**config.mk**
```make
export PLATFORM = sky130hd
export DESIGN_NAME = sqr_acc_sgn
export DESIGN_NICKNAME = d
export VERILOG_FILES = /design/src/rtl/lau_pkg.sv /design/src/rtl/Add.sv /design/src/rtl/sqr_acc_sgn.sv
export SDC_FILE = /design/constraint.sdc
export NUM_CORES = 1
export LEC_CHECK = 0
export ABC_AREA = 1
export CORE_UTILIZATION = 37
export CTS_BUF_LIST = sky130_fd_sc_hd__clkbuf_4
export CTS_CLUSTER_SIZE = 12
export DETAILED_ROUTE_END_ITERATION = 10
export SETUP_SLACK_MARGIN = 0.02
export SLEW_MARGIN = 20
export SYNTH_ARGS = -nofsm -noshare
export SYNTH_HDL_FRONTEND = slang
export SYNTH_SLANG_ARGS = --single-unit
```
**constraint.sdc**
```tcl
create_clock -name clk_i -period 2.27 [get_ports clk_i]
set_input_delay 0.227 -clock clk_i [delete_from_list [all_inputs] [get_ports clk_i]]
set_output_delay 0.227 -clock clk_i [all_outputs]
set_load 0.02 [all_outputs]
```
**src/rtl/lau_pkg.sv**
```systemverilog
// Shared types for the arithmetic unit library.
// Holds adder speed selection and accumulator FSM states.
package lau_pkg;

  typedef enum logic {
    SLOW,
    FAST
  } speed_e;

  typedef enum logic {
    IDLE,
    RUN
  } sqr_acc_state_e;

endpackage

```
**src/rtl/Add.sv**
```systemverilog
// Unsigned adder; FAST maps to the native operator, SLOW is
// an explicit ripple-carry chain.
module Add
  import lau_pkg::*;
#(
  parameter int     width = 8,
  parameter speed_e speed = FAST
) (
  input  logic [width-1:0] a_i,
  input  logic [width-1:0] b_i,
  output logic [width-1:0] sum_o
);

  if (speed == FAST) begin : g_fast
    assign sum_o = a_i + b_i;
  end else begin : g_rca
    logic [width-1:0] c;
    assign c[0] = 1'b0;
    for (genvar i = 0; i < width; i++) begin : g_bit
      assign sum_o[i] = a_i[i] ^ b_i[i] ^ c[i];
      if (i < width - 1) begin : g_c
        assign c[i+1] = (a_i[i] & b_i[i])
                      | (c[i] & (a_i[i] ^ b_i[i]));
      end
    end
  end

endmodule

```
**src/rtl/sqr_acc_sgn.sv**
```systemverilog
// Per-frame sum-of-squares accumulator with registered result handshake.
// Define SQR_ACC_SATURATE_EN to clamp the sum on overflow instead of wrapping.
module sqr_acc_sgn
  import lau_pkg::*;
#(
  parameter int     width    = 8,
  parameter int     cntWidth = 8,
  parameter speed_e speed    = FAST
) (
  input  logic                       clk_i,
  input  logic                       rst_i,
  input  logic                       in_valid_i,
  output logic                       in_ready_o,
  input  logic [2*width-1:0]         sq_i,
  input  logic                       in_last_i,
  output logic                       out_valid_o,
  input  logic                       out_ready_i,
  output logic [2*width+cntWidth-1:0] acc_o,
  output logic [cntWidth:0]          cnt_o,
  output logic                       ovf_o
);

  localparam int AW = 2 * width + cntWidth;
  localparam int CW = cntWidth + 1;

  sqr_acc_state_e state_q, state_d;

  logic [AW-1:0] acc_q, acc_nxt;
  logic [CW-1:0] cnt_q, cnt_nxt;
  logic          ovf_q, ovf_nxt;
  logic [AW:0]   sum;
  logic          carry;
  logic          accept;

  assign in_ready_o = ~out_valid_o | out_ready_i;
  assign accept     = in_valid_i & in_ready_o;

  Add #(
    .width(AW + 1),
    .speed(speed)
  ) u_add (
    .a_i  ({1'b0, acc_q}),
    .b_i  ({{CW{1'b0}}, sq_i}),
    .sum_o(sum)
  );

  assign carry = sum[AW];

  // MSB of the count set means this sample exceeds the nominal frame length
  always_comb begin
    cnt_nxt = (&cnt_q) ? cnt_q : cnt_q + CW'(1);
    ovf_nxt = ovf_q | carry | cnt_q[CW-1];
`ifdef SQR_ACC_SATURATE_EN
    acc_nxt = carry ? {AW{1'b1}} : sum[AW-1:0];
`else
    acc_nxt = sum[AW-1:0];
`endif
  end

  always_comb begin
    state_d = state_q;
    if (accept) begin
      state_d = in_last_i ? IDLE : RUN;
    end
  end

  always_ff @(posedge clk_i) begin
    if (rst_i) begin
      state_q     <= IDLE;
      acc_q       <= '0;
      cnt_q       <= '0;
      ovf_q       <= 1'b0;
      out_valid_o <= 1'b0;
      acc_o       <= '0;
      cnt_o       <= '0;
      ovf_o       <= 1'b0;
    end else begin
      state_q <= state_d;
      if (accept) begin
        if (in_last_i) begin
          acc_o <= acc_nxt;
          cnt_o <= cnt_nxt;
          ovf_o <= ovf_nxt;
          acc_q <= '0;
          cnt_q <= '0;
          ovf_q <= 1'b0;
        end else begin
          acc_q <= acc_nxt;
          cnt_q <= cnt_nxt;
          ovf_q <= ovf_nxt;
        end
      end
      if (accept & in_last_i) begin
        out_valid_o <= 1'b1;
      end else if (out_ready_i) begin
        out_valid_o <= 1'b0;
      end
    end
  end

endmodule

```
# --- Word level (Yosys, flattened, before mapping) ---
# Cells that the tools add are included.
totals:
  register_bits: 69
  word_cells: 24
  out_inout_bits: 36
  inputBits: 21
op_classes:
  addsub: 2
  reduce_logical: 3
  n_bitwise: 6
  muxes: 6
op_table:
  columns: ["cell", "count"]
  rows:
  - ["24-bit by 16-bit adder with 25-bit output", 1]
  - ["24-bit two-way mux", 1]
  - ["9-bit two-way mux", 2]
  - ["9-bit by 1-bit adder with 9-bit output, second input constant", 1]
  - ["9-bit AND reduction", 1]
  - ["1-bit two-way mux", 3]
  - ["1-bit bitwise OR", 3]
  - ["1-bit bitwise AND", 2]
  - ["2-bit AND reduction", 1]
  - ["2-bit nonzero test", 1]
  - ["1-bit NOT", 1]

# --- Logic depth before layout (Yosys ltp) ---
# Gate-level depths: netlist of the first run.
logic_depth:
  ltp_word: 5
  ltp_mapped: 14
  ltp_nobuf: 14

# --- By module ---
# Synthesis of the first run repeated with hierarchy kept, for this count alone.
unflattened:
  cells_unflattened: 689
  hier_area_um2: 4414.2
modules_own_cells:
  columns: ["module", "cells_per_inst", "seq_area_each_um2", "n_inst", "area_per_inst_um2"]
  rows:
  - ["sqr_acc_sgn", 310, 1381.3, 1, 2557.5]
  - ["Add", 379, 0.0, 1, 1856.8]

# --- Least setup slack after synthesis of the first run ---
# No wires, ideal clock.
synth_path:
  path_kind: "flip-flop to flip-flop"
  startpoint: "reg acc_q[0]"
  endpoint: "reg ovf_q"
  n_path_buf: 0
  synth_period_minus_slack_ns: 1.765
  slack_ns: 0.505
  required_time_ns: 2.200
  setup_time_ns: 0.070
  t_arrival_ns: 1.695
  path_stages_with_launch: 15
  cell_sequence: "dfxtp_1 ha_1 inv_1 fa_1 inv_1 nand3_1 nand3_2 nand2_1 nand2_1 nand2_1 nand2_1 nand2_1 nand2_1 nand2_1 a21oi_1"
synth_between:
  elab_chain_len: 4
synth_rtl:
  columns: ["item", "line_no", "rtl"]
  rows:
  - ["start: declaration", "sqr_acc_sgn.sv:28", "logic [AW-1:0] acc_q, acc_nxt;"]
  - ["start signal: assignment", "sqr_acc_sgn.sv:88", "acc_q <= acc_nxt;"]
  - ["24-bit by 16-bit adder with 25-bit output", "Add.sv:15", "assign sum_o = a_i + b_i;"]
  - ["1-bit bitwise OR (2 in a row)", "sqr_acc_sgn.sv:52", "ovf_nxt = ovf_q | carry | cnt_q[CW-1];"]
  - ["1-bit two-way mux", "sqr_acc_sgn.sv:80", "if (in_last_i) begin"]
  - ["end signal: assignment", "sqr_acc_sgn.sv:90", "ovf_q <= ovf_nxt;"]
  - ["end: declaration", "sqr_acc_sgn.sv:30", "logic ovf_q, ovf_nxt;"]
# Every way passes these cells.
# A chain may end at the register's enable or synchronous reset.

# --- Final worst setup path of the first run ---
layout_path:
  startpoint: "reg acc_q[8]"
  endpoint: "reg acc_q[17]"
layout_between:
  elab_chain_len: 2
layout_rtl:
  columns: ["item", "line_no"]
  rows:
  - ["24-bit by 16-bit adder with 25-bit output", "Add.sv:15"]
  - ["24-bit two-way mux", "sqr_acc_sgn.sv:80"]
# Every way passes these cells.

==> results of run 1 <==
critical path: cells and delay by family, from the launching register on:
family	cells	cell delay, ns
flip-flops	1	0.36
AND/OR/NAND/NOR	8	1.01
AO/OA/AOI/OAI	1	0.06
adder cells (fa/ha/maj)	1	0.40
registers in the layout, summed over array words and instances, names as in the netlist:
| signal | cells |
|---|---|
| acc_q | 24 |
| cnt_o | 9 |
| acc_o | 24 |
| cnt_q | 9 |
| out_valid_o | 1 |
| ovf_o | 1 |
| ovf_q | 1 |
kinds of logic (layout without fill, tap and decap cells):
logic type,count (synthesis),after routing,share of synthesized area [%]
AO/OA/AOI/OAI,64,64,9.94
buffers and inverters,91,160,8.93
XOR/XNOR,12,12,2.64
flip-flops,69,69,34.7
AND/OR/NAND/NOR,346,346,37.9
adder cells (fa/ha/maj),18,18,5.85
Yosys cell counts (5+ instances only):
master	number
xor2_1	10
inv_1	70
buf_2	8
nand3_1	51
a21oi_1	37
nand4_1	6
o21ai_0	5
a22o_1	12
nand2_1	221
nand3b_1	5
a21oi_2	5
nor2_1	32
dfxtp_1	69
ha_1	17
clkbuf_1	6
nor2_2	6
inv_2	5
nand2_2	9
path summary, 6_finish.rpt:
path / startpoint / end / slack (ns)
worst max-delay path: acc_q[8] / acc_q[17] / 0.34
worst min-delay path: rst_i / out_valid_o / 0.45
worst max register to register: acc_q[8] / acc_q[17] / 0.34
worst min register to register: acc_o[14] / acc_o[14] / 0.46
final cells by class:
type,instances,area (um^2),share of cell area [%]
Clock buffer,9,67.6,1.38
Clock inverter,7,88.8,1.81
Inverter,75,282,5.75
Multi-Input combinational cell,440,2250,45.9
Sequential cell,69,1380,28.2
Tap cell,136,170,3.48
Timing Repair Buffer,69,658,13.4
through the flow:
stage	area, um^2	util (%)
finish	4890	47.2
floorplan	3980	-
global placement	4740	45.7
CTS	4890	47.2
detailed placement	4740	45.7
global route	4890	47.2
routing by layer:
| metal | GRT usage (%) | share of wire [%] | vias up | routed length [um] |
|---|---|---|---|---|
| li1 | - | - | 2036 | - |
| met1 | 28.5 | 50 | 1733 | 5520 |
| met2 | 34.7 | 45 | 63 | 4950 |
| met3 | 2.47 | 3.0 | 14 | 330 |
| met4 | 7.94 | 1.8 | 0 | 194 |
| met5 | 0 | 0 | - | 0 |
power breakdown:
| part | leakage (nW) | internal, mW | switching, mW |
|---|---|---|---|
| Clock | 0.0814 | 0.441 | 0.485 |
| Sequential | 0.560 | 1.25 | 0.0241 |
| Combinational | 1.60 | 0.196 | 0.302 |
| Total | 2.24 | 1.89 | 0.811 |
==> results.sh, run 1 <==
export IMPL_overflow=0
export IMPL_postSynthCellCount=600
export IMPL_ys_seq_area_share_pct=34.7
export IMPL_port_buffers=56
export IMPL_cp_arrival_ns=2.26
export IMPL_post_cts_resized=0
export IMPL_numCtsBuffers=9
export IMPL_clock_latency_ns=0.44
export IMPL_drcViolationCount=0
export IMPL_die_h_um=106
export IMPL_cts_sink_count=69
export IMPL_reg2regPathDepth=10
export IMPL_firstDrtPassIters=4
export IMPL_dp_cells=789
export IMPL_fin_ws_ns=0.336
export IMPL_cts_setup_buffers=0
export IMPL_final_cell_mix="nand2_1 (221), inv_1 (70), dfxtp_1 (69), clkdlybuf4s50_1 (56), nand3_1 (51)"
export IMPL_maxCapViolations=0
export IMPL_tightest_slew_ns=0.656
export IMPL_core_um2=10400
export IMPL_yosysUniqueCellTypes=35
export IMPL_slew_violations=0
export IMPL_grt_antenna_before_repair=0
export IMPL_drive_gt1_share_pct=9.42
export IMPL_start_util_pct=38.4
export IMPL_root_buffer="clkbuf_4"
export IMPL_finalClockSkew_ns=0.00944
export IMPL_io_pins=57
export IMPL_totalPowerFinal_mw=2.70
export IMPL_cp_max_fo=4
export IMPL_synth_area_leaders="dfxtp_1 (35%), nand2_1 (21%), inv_1 (6.6%), nand3_1 (6.4%), ha_1 (5.3%)"
export IMPL_final_common_cell="nand2_1"
export IMPL_drt_iter0_drc=145
export IMPL_clk_path_buf_depth=2
export IMPL_relSlewSlack_pct=56.2
export IMPL_grt_pass1_vias=3830
export IMPL_placementRows=37
export IMPL_dieArea_um2=11200
export IMPL_htreeDepth=3
export IMPL_gp_congestion=0.911
export IMPL_hpwlAfterDp_mm=8.15
export IMPL_pre_cts_ws_ns=0.0118
export IMPL_ys_flop_type="dfxtp_1"
export IMPL_vdd_drop_max_uv=343
export IMPL_grt_total_usage_pct=21.2
export IMPL_end_kind="register"
export IMPL_wirelength_mm=11.0
export IMPL_synth_top_cell_by_area="dfxtp_1"
export IMPL_synth_top_area_share_pct=34.7
export IMPL_critPathMaxStageDelay_ns=0.40
export IMPL_grt_max_degree=35
export IMPL_crit_chain="ha_1 -> nand2_1 -> nor2_2 -> nand3_1 -> nand3b_1 -> nand2_1 -> nand2_1 -> nand2_1 -> nand3_1 -> a21oi_1"
export IMPL_crit_top_cell="nand2_1"
export IMPL_start_kind="register"
export IMPL_crit_type="register to register"
export IMPL_nFillCells=1094
export IMPL_status="finished clean"
export IMPL_synth_edf_count=0
export IMPL_drtAntennaViolNets=0
export IMPL_timing_setup_tns_ns=0
export IMPL_final_nets=703
export IMPL_cts_hold_buf=0
export IMPL_vias=3846
export IMPL_grt_pass1_wl_mm=18.5
export IMPL_worstPathRequired_ns=2.60
export IMPL_n_antenna_cell=0
export IMPL_timing_hold_ws_ns=0.452
export IMPL_synth_seq_cells=69
export IMPL_hold_viol_final=0
export IMPL_rsz0062_at_grt="no"
export IMPL_synthesis_area_um2=3980
export IMPL_syn_area_per_cell_um2=6.63
export IMPL_path_clk_slew_ns=0.12
export IMPL_fmax_ghz=0.517
export IMPL_p_leak_nw=2.24
export IMPL_finalNonFillerCells=805
export IMPL_min_period_over_period_pct=85.2
export IMPL_min_delay_path_depth=4
export IMPL_cts_tree="built"
export IMPL_area_growth_syn_to_layout_pct=23.0
export IMPL_hp_class="input pin to register"
export IMPL_vias_per_cell=4.78
export IMPL_setup_violations=0
export IMPL_power_density_nw_per_um2=552
export IMPL_async_reset_ff_share_pct=0
export IMPL_die_x_um=106
export IMPL_crit_path_top_delay_cell="ha_1"
export IMPL_syn_num_nets=639
export IMPL_fin_crit_ns=1.93
export IMPL_post_drt_wl_per_cell_um=13.7
export IMPL_yosys_warnings=0
(Power assumes the default switching activity.)
==> run 2, diff against run 1 <==
==> constraint.sdc (replaced) <==
create_clock -name clk_i -period 2.27 [get_ports clk_i]
set_input_delay 0.454 -clock clk_i [delete_from_list [all_inputs] [get_ports clk_i]]
set_output_delay 0.454 -clock clk_i [all_outputs]
set_load 0.02 [all_outputs]
==> run 2 against run 1 <==
Compared with the run above:
- fmax fell by 7.4%
- clock-buffer cell count unchanged
- clock power fell by 16%
- sequential power about the same
- non-clock buffer count up 29
- critical path depth fell by 6
- critical path type is now input pin to output port
==> results.sh, run 2 (synthesis results as in run 1) <==
export IMPL_crit_top_cell="clkdlybuf4s50_1"
export IMPL_grt_total_usage_pct=22.0
export IMPL_numCtsBuffers=9
export IMPL_p_leak_nw=2.36
export IMPL_cp_arrival_ns=1.63
export IMPL_drtAntennaViolNets=0
export IMPL_die_h_um=106
export IMPL_cts_tree="built"
export IMPL_clock_latency_ns=0.44
export IMPL_timing_setup_tns_ns=0
export IMPL_crit_type="input pin to output port"
export IMPL_crit_path_top_delay_cell="clkdlybuf4s50_1"
export IMPL_vias=4018
export IMPL_io_pins=57
export IMPL_finish_utilization_pct=49.0
export IMPL_worstPathRequired_ns=1.82
export IMPL_relSlewSlack_pct=57.2
export IMPL_grt_pass1_vias=4031
export IMPL_die_x_um=106
export IMPL_final_nets=732
export IMPL_area_growth_syn_to_layout_pct=27.6
export IMPL_cts_hold_buf=0
export IMPL_slew_violations=0
export IMPL_drive_gt1_share_pct=13.1
export IMPL_vdd_drop_max_uv=282
export IMPL_end_kind="output port"
export IMPL_start_util_pct=38.4
export IMPL_tightest_slew_ns=0.641
export IMPL_min_period_over_period_pct=92.0
export IMPL_vias_per_cell=4.83
export IMPL_start_kind="input pin"
export IMPL_htreeDepth=3
export IMPL_path_clk_slew_ns=0.11
export IMPL_placed_area_um2=4960
export IMPL_overflow=0
export IMPL_power_density_nw_per_um2=514
export IMPL_post_cts_resized=0
export IMPL_final_cell_mix="nand2_1 (221), inv_1 (70), dfxtp_1 (69), clkdlybuf4s50_1 (56), nand3_1 (51)"
export IMPL_port_buffers=56
export IMPL_hold_viol_final=0
export IMPL_cts_setup_buffers=0
export IMPL_clk_path_buf_depth=2
export IMPL_grt_pass1_wl_mm=19.1
export IMPL_finalClockSkew_ns=0.0155
export IMPL_grt_max_degree=35
export IMPL_drt_iter0_drc=185
export IMPL_firstDrtPassIters=5
export IMPL_n_antenna_cell=0
export IMPL_totalPowerFinal_mw=2.61
export IMPL_gp_congestion=0.900
export IMPL_grt_antenna_before_repair=0
export IMPL_wirelength_mm=11.4
export IMPL_core_um2=10400
export IMPL_hpwlAfterDp_mm=8.38
export IMPL_crit_chain="clkdlybuf4s50_1 -> inv_1 -> nand2_2 -> clkdlybuf4s50_1"
export IMPL_maxCapViolations=0
export IMPL_post_drt_wl_per_cell_um=13.7
export IMPL_setup_violations=0
export IMPL_hp_class="register to register"
export IMPL_fin_crit_ns=2.09
export IMPL_drcViolationCount=0
export IMPL_final_common_cell="nand2_1"
export IMPL_status="finished clean"
export IMPL_root_buffer="clkbuf_4"
export IMPL_cts_sink_count=69
export IMPL_critPathMaxStageDelay_ns=0.61
export IMPL_fmax_ghz=0.479
export IMPL_top_regs="acc_o (24), acc_q (24)"
export IMPL_postLayoutCellArea_um2=5080
export IMPL_cp_max_fo=3
export IMPL_rsz0062_at_grt="no"
export IMPL_placementRows=37
export IMPL_dieArea_um2=11200
-- run 2: cell types whose count changed in the layout (fill, tap and decap cells not counted) --
cell,change
bufinv_16,-1
clkinv_1,-1
inv_6,-1
clkinvlp_4,+1
buf_4,+29
-- run 2: metal layers --
layer | GRT usage [%] | wire, um | vias to the layer above
met3 | 4.08 | 515 | 18
li1 | - | - | 2097
met4 | 8.83 | 246 | 0
met2 | 35.1 | 5150 | 91
met1 | 29.1 | 5510 | 1812
met5 | 0 | 0 | -
-- run 2: metrics by stage --
stage	cells	hold WS, ns	worst slack, ns
2_1_floorplan	600	0.446	0.367
6_report	832	0.458	0.182
3_3_place_gp	818	0.437	-0.199
5_1_grt	832	0.486	0.0561
3_5_place_dp	818	0.441	-0.219
4_1_cts	832	0.460	0.170
-- run 2: worst paths after layout --
| kind | start | slack (ns) | cells past startpoint | end |
|---|---|---|---|---|
| max | out_ready_i | 0.18 | 4 | in_ready_o |
| min | acc_o[13] | 0.46 | 2 | acc_o[13] |
| max reg2reg | acc_q[8] | 0.36 | 9 | acc_q[9] |
| min reg2reg | acc_o[13] | 0.46 | 2 | acc_o[13] |
-- run 2: worst max-delay path: cells and delay by family --
kind	cells	cell delay [ns]
buf+inv	3	1.10
simple gates	1	0.07
-- run 2: final cells by class --
class                           instances  area (um^2)
Fill cell                            1115         5290
Multi-Input combinational cell        440         2250
Sequential cell                        69         1380
Timing Repair Buffer                   98          876
Inverter                               75          282
Tap cell                              136          170
Clock buffer                            9         67.6
Clock inverter                          5         53.8
-- run 2: where the power goes --
| group | internal (mW) | switching [mW] | leakage, nW |
|---|---|---|---|
| Combinational | 0.241 | 0.313 | 1.74 |
| Clock | 0.318 | 0.464 | 0.0613 |
| Sequential | 1.25 | 0.0250 | 0.560 |
==> run 3, diff against run 2 <==
Settings changed: CORE_UTILIZATION 37 to 57, PLACE_DENSITY_LB_ADDON set to 0.15.
==> run 3 against run 2 <==
Compared with the run above:
- combinational power is 4% higher
- design area is 0.27% higher
- clock power is 7.7% higher
- power is 3.1% higher
- via count grew 4.2%
- critical path depth unchanged
- first-iteration DRC count fell by 2.2%
- final cell count decreased by 5.8%
- sequential share of layout area is 0.074 points lower
- hold slack hardly changed
- die area is 34% lower
- sequential power about the same
==> results.sh, run 3 (synthesis results as in run 1) <==
export IMPL_status="finished clean"
export IMPL_cts_sink_count=69
export IMPL_multi_input_area_um2=2250
export IMPL_clock_latency_ns=0.44
export IMPL_drive_gt1_share_pct=14.3
export IMPL_io_pins=57
export IMPL_grt_pass1_vias=4165
export IMPL_nFillCells=562
export IMPL_totalPowerFinal_mw=2.69
export IMPL_port_buffers=56
export IMPL_finalClockSkew_ns=0.0148
export IMPL_switchingPower_uw=849
export IMPL_slew_violations=0
export IMPL_fmax_ghz=0.475
export IMPL_hp_class="register to register"
export IMPL_final_cell_mix="nand2_1 (221), inv_1 (70), dfxtp_1 (69), clkdlybuf4s50_1 (56), nand3_1 (51)"
export IMPL_start_kind="input pin"
export IMPL_gp_congestion=0.895
export IMPL_root_buffer="clkbuf_4"
export IMPL_clk_path_buf_depth=2
export IMPL_finish_utilization_pct=75.4
export IMPL_p_sw_share_pct=31.5
export IMPL_critical_path_top_delay_family="buffers and inverters"
export IMPL_maxCapViolations=0
export IMPL_pwr_share_seq_pct=47.4
export IMPL_drt_iter0_drc=181
export IMPL_grt_antenna_before_repair=0
export IMPL_htreeDepth=3
export IMPL_setup_violations=0
export IMPL_hold_viol_final=0
export IMPL_cts_tree="built"
export IMPL_cp_max_fo=3
export IMPL_pwr_share_comb_pct=21.3
export IMPL_vias=4185
export IMPL_crit_path_top_delay_cell="clkdlybuf4s50_1"
export IMPL_worstPathRequired_ns=1.82
export IMPL_end_kind="output port"
export IMPL_core_um2=6760
export IMPL_fin_ws_ns=0.166
export IMPL_rsz0062_at_grt="no"
export IMPL_pre_cts_ws_ns=-0.227
export IMPL_start_util_pct=58.9
export IMPL_timing_hold_ws_ns=0.458
export IMPL_overflow=0
export IMPL_dieArea_um2=7320
export IMPL_post_drt_wl_per_cell_um=14.2
export IMPL_crit_top_cell="clkdlybuf4s50_1"
export IMPL_regArea_um2=1380
export IMPL_cp_arrival_ns=1.65
export IMPL_final_nets=738
export IMPL_min_period_over_period_pct=92.7
export IMPL_grt_pass1_wl_mm=18.5
export IMPL_area_growth_syn_to_layout_pct=28.0
export IMPL_grt_max_degree=35
export IMPL_cts_hold_buf=0
export IMPL_vias_per_cell=5.34
export IMPL_vdd_drop_max_uv=356
export IMPL_die_h_um=85.6
export IMPL_placementRows=30
export IMPL_power_density_nw_per_um2=529
export IMPL_clockPowerShare_pct=31.3
export IMPL_postLayoutCellArea_um2=5090
export IMPL_firstDrtPassIters=4
export IMPL_drtAntennaViolNets=0
export IMPL_tightest_slew_ns=0.643
export IMPL_fin_crit_ns=2.10
export IMPL_hpwlAfterDp_mm=8.03
export IMPL_top_regs="acc_o (24), acc_q (24)"
export IMPL_die_x_um=85.6
export IMPL_p_leak_nw=2.41
export IMPL_crit_chain="clkdlybuf4s50_1 -> inv_1 -> nand2_2 -> clkdlybuf4s50_1"
export IMPL_power_internal_mw=1.84
export IMPL_critPathBufInv=3
export IMPL_relSlewSlack_pct=57.1
export IMPL_critPathMaxStageDelay_ns=0.60
export IMPL_grt_total_usage_pct=32.4
export IMPL_placed_area_um2=4940
export IMPL_path_clk_slew_ns=0.12
export IMPL_crit_type="input pin to output port"
export IMPL_final_common_cell="nand2_1"
export IMPL_wirelength_mm=11.2
export IMPL_numCtsBuffers=9
export IMPL_drcViolationCount=0
export IMPL_n_antenna_cell=0
run 3: metrics by stage:
stage,setup TNS [ns],instances
2_1_floorplan,0,600
3_3_place_gp,-2.64,768
3_5_place_dp,-4.52,768
4_1_cts,0,784
5_1_grt,0,784
6_report,0,784
run 3: what timing repair did:
| item | 4_1_cts | 5_1_grt |
|---|---|---|
| setup endpoints to repair | 0 | 1 |
| gates resized for setup | 0 | 2 |
| setup buffers | 0 | 0 |
run 3: power groups by stage:
stage	clock, mW	combinational (mW)	sequential (mW)
after floorplan	0	0.284	1.33
after global placement	0	0.550	1.30
after detailed placement	0	0.561	1.30
after CTS	0.851	0.569	1.28
after global routing	0.917	0.626	1.28
final	0.841	0.574	1.28
run 3: path summary, 6_finish.rpt:
check                    from         end  slack, ns  cells after the start
setup reg to reg     acc_q[8]   acc_q[17]       0.35                     10
setup / recovery  out_ready_i  in_ready_o       0.17                      4
hold / removal      acc_o[11]   acc_o[11]       0.46                      2
hold reg to reg     acc_o[11]   acc_o[11]       0.46                      2
run 3: worst min-delay path, stage by stage, from the launching register on:
cell and delay, ns:
dfxtp_1 0.33, nand2_1 0.06, nand2_1 0.04
run 3: area by class of cell:
type | instances | area share [%]
clock buffer | 9 | 1.33
clock inverter | 7 | 1.45
inverter | 75 | 5.53
multi-input combinational | 440 | 44.3
sequential | 69 | 27.1
tap | 80 | 1.97
timing repair buffer | 104 | 18.3
run 3: layer usage:
layer	GRT usage (%)	part of all wire, %	vias up
li1	-	-	2110
met5	0	0	-
met4	17.0	3.7	0
met3	7.12	5.5	37
met2	53.8	46	114
met1	39.5	44	1924
